<file path="src/rtl/uniregister_seq.sv">
// WIDTH-bit universal register (hold/load/shift/rotate/ashr/clear) with a
// sequenced multi-shift mode: one start request performs n shifts back to back.
module uniregister_seq #(
   parameter int WIDTH = 8,
   parameter int CW    = 4
) (
   input  logic             c,
   input  logic             rst,
   input  logic [WIDTH-1:0] d,
   input  logic             i,
   input  logic [2:0]       op,
   input  logic [CW-1:0]    n,
   input  logic             start,
   output logic [WIDTH-1:0] q,
   output logic             so_l,
   output logic             so_r,
   output logic             busy,
   output logic             done
);

   typedef enum logic [1:0] {IDLE = 2'd0, BUSY = 2'd1, DONE = 2'd2} state_t;

   state_t           state, state_nx;
   logic [WIDTH-1:0] q_nx;
   logic [2:0]       op_l, op_l_nx;
   logic [CW-1:0]    cnt, cnt_nx;

   function automatic logic is_shift(input logic [2:0] o);
      return (o >= 3'b010) && (o <= 3'b110);
   endfunction

   function automatic logic [WIDTH-1:0] apply_op(input logic [2:0]       o,
                                                 input logic [WIDTH-1:0] qv,
                                                 input logic [WIDTH-1:0] dv,
                                                 input logic             iv);
      logic [WIDTH-1:0] r;
      case (o)
         3'b000:  r = qv;
         3'b001:  r = dv;
         3'b010:  r = {qv[WIDTH-2:0], iv};
         3'b011:  r = {iv, qv[WIDTH-1:1]};
         3'b100:  r = {qv[WIDTH-2:0], qv[WIDTH-1]};
         3'b101:  r = {qv[0], qv[WIDTH-1:1]};
         3'b110:  r = {qv[WIDTH-1], qv[WIDTH-1:1]};
         default: r = '0;
      endcase
      return r;
   endfunction

   always_comb begin
      state_nx = state;
      q_nx     = q;
      op_l_nx  = op_l;
      cnt_nx   = cnt;
      case (state)
         IDLE: begin
            if (start && is_shift(op)) begin
               // the start edge only captures the request; q moves from the next edge
               op_l_nx  = op;
               cnt_nx   = n;
               state_nx = (n == '0) ? DONE : BUSY;
            end else begin
               q_nx = apply_op(op, q, d, i);
            end
         end
         BUSY: begin
            q_nx   = apply_op(op_l, q, d, i);
            cnt_nx = cnt - CW'(1);
            if (cnt <= CW'(1)) begin
               cnt_nx   = '0;
               state_nx = DONE;
            end
         end
         DONE: state_nx = IDLE;
         default: state_nx = IDLE;
      endcase
   end

   always_ff @(posedge c) begin
      if (rst) begin
         state <= IDLE;
         q     <= '0;
         op_l  <= '0;
         cnt   <= '0;
      end else begin
         state <= state_nx;
         q     <= q_nx;
         op_l  <= op_l_nx;
         cnt   <= cnt_nx;
      end
   end

   assign so_l = q[WIDTH-1];
   assign so_r = q[0];
   assign busy = (state == BUSY);
   assign done = (state == DONE);

endmodule

</file>
<file path="config.mk">
export PLATFORM = sky130hd
export DESIGN_NAME = uniregister_seq
export DESIGN_NICKNAME = d
export VERILOG_FILES = /design/src/rtl/uniregister_seq.sv
export SDC_FILE = /design/constraint.sdc
export NUM_CORES = 1
export LEC_CHECK = 0
export CAP_MARGIN = 15
export CORE_AREA = 2 2 51 65
export CTS_CLUSTER_DIAMETER = 120
export DETAILED_ROUTE_END_ITERATION = 8
export DIE_AREA = 0 0 53 67
export MAX_ROUTING_LAYER = met4
export PLACE_DENSITY_LB_ADDON = 0.2
export SETUP_SLACK_MARGIN = 0.4
export SKIP_CTS_REPAIR_TIMING = 1
export SLEW_MARGIN = 30
export SYNTH_ARGS = -nofsm -noshare
export SYNTH_HDL_FRONTEND = slang
export SYNTH_SLANG_ARGS = --single-unit
</file>
<file path="constraint.sdc">
create_clock -name c -period 4.3 [get_ports c]
set_clock_uncertainty 0.2 [all_clocks]
set_input_delay 0.86 -clock c [delete_from_list [all_inputs] [get_ports c]]
set_output_delay 0.86 -clock c [all_outputs]
set_load 0.005 [all_outputs]
</file>
==> results_tabular.tex <==
\begin{tabular}{lr}
\hline
Metric & Value \\
\hline
\multicolumn{2}{l}{\textbf{Detailed routing}} \\
Routed Wire Length & about 4.3 mm \\
Number of violations reported at the end of detailed-routing iteration 0 & 43 \\
Via count of the routed design & around 1600 \\
Wire per inst & roughly 17 µm \\
Vias per inst & roughly 6.4 \\
Number of detailed-routing iterations run before antenna repair & 4 \\
DRC errors left & 0 \\
Detail Route Antenna Nets & 0 \\
\multicolumn{2}{l}{\textbf{Run}} \\
Number of max-cap violations & 0 \\
\multicolumn{2}{l}{\textbf{Timing}} \\
Max transition margin & 0.435 \\
Endpoints failing setup & 0 \\
RSZ-0062 raised after global routing & no \\
Maximum clock frequency & $\sim$320 MHz \\
Final Hold Violating Endpoints & 0 \\
Final min period & approximately 3.1 ns \\
Pins over their slew limit & 0 \\
Final hold slack & roughly 0.33 ns \\
Final period utilization & 0.719 \\
Setup Total Neg Slack & 0 ns \\
Worst Max-Slew Pin Slew & between 0.8 and 0.9 ns \\
\multicolumn{2}{l}{\textbf{Synth}} \\
EDFF count, synth & 0 \\
Synthesized netlist net count & between 200 and 250 \\
Avg Inst Size Synth & around 8.2 µm² \\
Proportion of register bits with asynchronous set or reset after synthesis & 0 \\
Yosys warning total & 0 \\
Post-Syn Instances & 195 \\
Netlist cell types & 53 \\
Count of state elements after synthesis & 17 \\
Sequential element share of the synthesized area & 0.214 \\
Most instantiated flip-flop cell in the synthesis netlist & dfxtp\_1 \\
Area of the mapped netlist & around 1600 µm² \\
\multicolumn{2}{l}{\textbf{Placed design}} \\
Port-buffer cells & 30 \\
Routability Congestion & about 0.9 \\
Placed wire-length estimate after detailed placement & between 3 and 4 mm \\
\multicolumn{2}{l}{\textbf{Global route}} \\
Global-route wire length before repair & around 7.0 mm \\
Number of antenna violations at the first check in global routing & 0 \\
Combined global-route utilization of all metal layers & 0.268 \\
Via count of the first global-routing pass & around 1600 \\
GRT overflow & 0 \\
Largest net degree at the start of global routing & 20 \\
\multicolumn{2}{l}{\textbf{Final layout}} \\
Share of final-layout standard cells stronger than drive strength 1 & 0.104 \\
Final standard cell utilization of the core & 0.643 \\
Leading cell type in the layout, fill and taps excluded & clkdlybuf4s50\_1 \\
Relative area change from synthesis to final layout & 16.8\% \\
Net total in the final layout & 233 \\
Commonest cells after routing, fill and taps aside & 30 x clkdlybuf4s50\_1, 24 x nor2\_1, 17 x dfxtp\_1, 13 x mux2i\_1, 13 x o21ai\_0 \\
Filler cells & 269 \\
Antenna fix cells & 0 \\
\multicolumn{2}{l}{\textbf{Worst hold path}} \\
Hold/Removal Path Class & register to register \\
\multicolumn{2}{l}{\textbf{Clock network}} \\
Maximum count of clock buffers along a single path & 2 \\
Clock insertion delay at the later pin of the skew report & 0.28 ns \\
Total number of clock tree sinks & 17 \\
Number of H-tree levels & 1 \\
TritonCTS clock tree & built \\
Buffer cell driving the clock tree root & clkbuf\_4 \\
CTS Buf Count & 3 \\
Clock Pin Slew Worst Setup and Hold Paths & about 0.090 ns \\
\multicolumn{2}{l}{\textbf{Floorplanning}} \\
Core Footprint & 2890 µm² \\
Boundary pin count & 31 \\
Horizontal die dimension & approximately 53 µm \\
Placement Rows & 22 \\
Initial core utilization & 0.550 \\
Height of the chip & around 67 µm \\
Die Outline Area & between 3000 and 4000 µm² \\
\multicolumn{2}{l}{\textbf{Pwr}} \\
Static leakage & around 0.00063 µW \\
Proportion of power drawn by the clock network & 0.155 \\
Relative contribution of combinational cells to total power & 0.422 \\
Cell internal power dissipation & approximately 330 µW \\
Sequential cell fraction of total power & 0.423 \\
Net Switching & between 200 and 250 µW \\
Cell area power density & around 280 nW/µm² \\
Maximum vdd ir drop & 167 µV \\
Switching portion of total power & 0.380 \\
\multicolumn{2}{l}{\textbf{Critical path}} \\
Crit path required time & about 4.2 ns \\
CP Max Fanout & 17 \\
Critical path capture point type & register \\
Category of the most critical setup path & input pin to register \\
Type of origin of the critical path & input pin \\
Data arrival time at the worst-slack endpoint & between 3 and 4 ns \\
\multicolumn{2}{l}{\textbf{Outcome}} \\
Run status & finished clean \\
\hline
\end{tabular}
[layer usage]
| layer | vias to the layer above | track usage | share of wire |
|---|---|---|---|
| met3 | 8 | 0.0381 | 0.043 |
| met5 | - | - | 0 |
| met2 | 47 | 0.442 | 0.52 |
| li1 | 771 | - | - |
| met4 | 0 | 0.131 | 0.019 |
| met1 | 754 | 0.313 | 0.42 |
[kinds of logic (layout without fill, tap and decap cells)]
family / count (synthesis) / in the layout / share of synthesized area
XOR/XNOR: 4 / 4 / 0.0220
multiplexers: 14 / 14 / 0.0913
AO/OA/AOI/OAI: 72 / 72 / 0.364
AND/OR/NAND/NOR: 61 / 61 / 0.209
adder cells (fa/ha/maj): 2 / 2 / 0.0157
buffers and inverters: 25 / 41 / 0.0842
flip-flops: 17 / 17 / 0.214
[power groups by stage]
stage                     logic, µW  registers, µW  clock network, µW
after floorplan                 165            205                  0
after global placement          215            225                  0
after detailed placement        223            226                  0
after CTS                       223            223               84.1
after global routing            244            228               91.7
final                           223            224               81.8
[cells in the mapped netlist, drive strengths merged (3+ instances only)]
library cell	n	area, µm²
nor2	24	90.1
dfxtp	17	340
buf	15	96.3
o21ai	15	75.1
mux2i	13	130
a21oi	12	60.1
a22o	12	105
nand2	12	45.0
a311oi	11	146
inv	6	22.5
clkbuf	4	15.0
nor3	4	30.0
a211o	3	26.3
a31oi	3	18.8
xnor2	3	26.3
[registers in the layout, summed over array words and instances (netlist names)]
register,cells
q,8
cnt,4
op_l,3
state,2
[final cells by class]
cell class,count,area [µm²],share of cell area
inverters,6,22.5,0.0121
repair buffers,31,308,0.166
multi-input cells,153,1120,0.601
well taps,36,45.0,0.0242
clock buffers,4,26.3,0.0141
flip-flops and latches,17,340,0.183
[final timing paths]
check                             from                  end  slack, ns  depth (start not counted)
hold / removal     cnt[1]$_SDFFE_PP0P_  cnt[1]$_SDFFE_PP0P_       0.33                          2
setup reg to reg  op_l[0]$_SDFFE_PP0P_    q[4]$_SDFFE_PP0P_       1.83                          4
setup / recovery                 op[0]    q[4]$_SDFFE_PP0P_       1.21                          6
hold reg to reg    cnt[1]$_SDFFE_PP0P_  cnt[1]$_SDFFE_PP0P_       0.33                          2
[per-stage QoR]
step	total power (µW)	setup WS (ns)	instances	instance area, µm²
3_5_place_dp	449	0.891	243	1830
4_1_cts	531	1.22	247	1860
3_3_place_gp	439	0.998	243	1830
5_1_grt	564	1.05	247	1860
2_1_floorplan	371	2.04	195	1590
6_report	529	1.21	247	1860
[worst max-delay path, stage by stage]
cell and delay [ns]:
clkdlybuf4s50_1 0.94, nand3_1 0.26, nand4_1 0.15, buf_4 0.20, and2_1 0.43, a311oi_2 0.17
(Power assumes the default switching activity.)
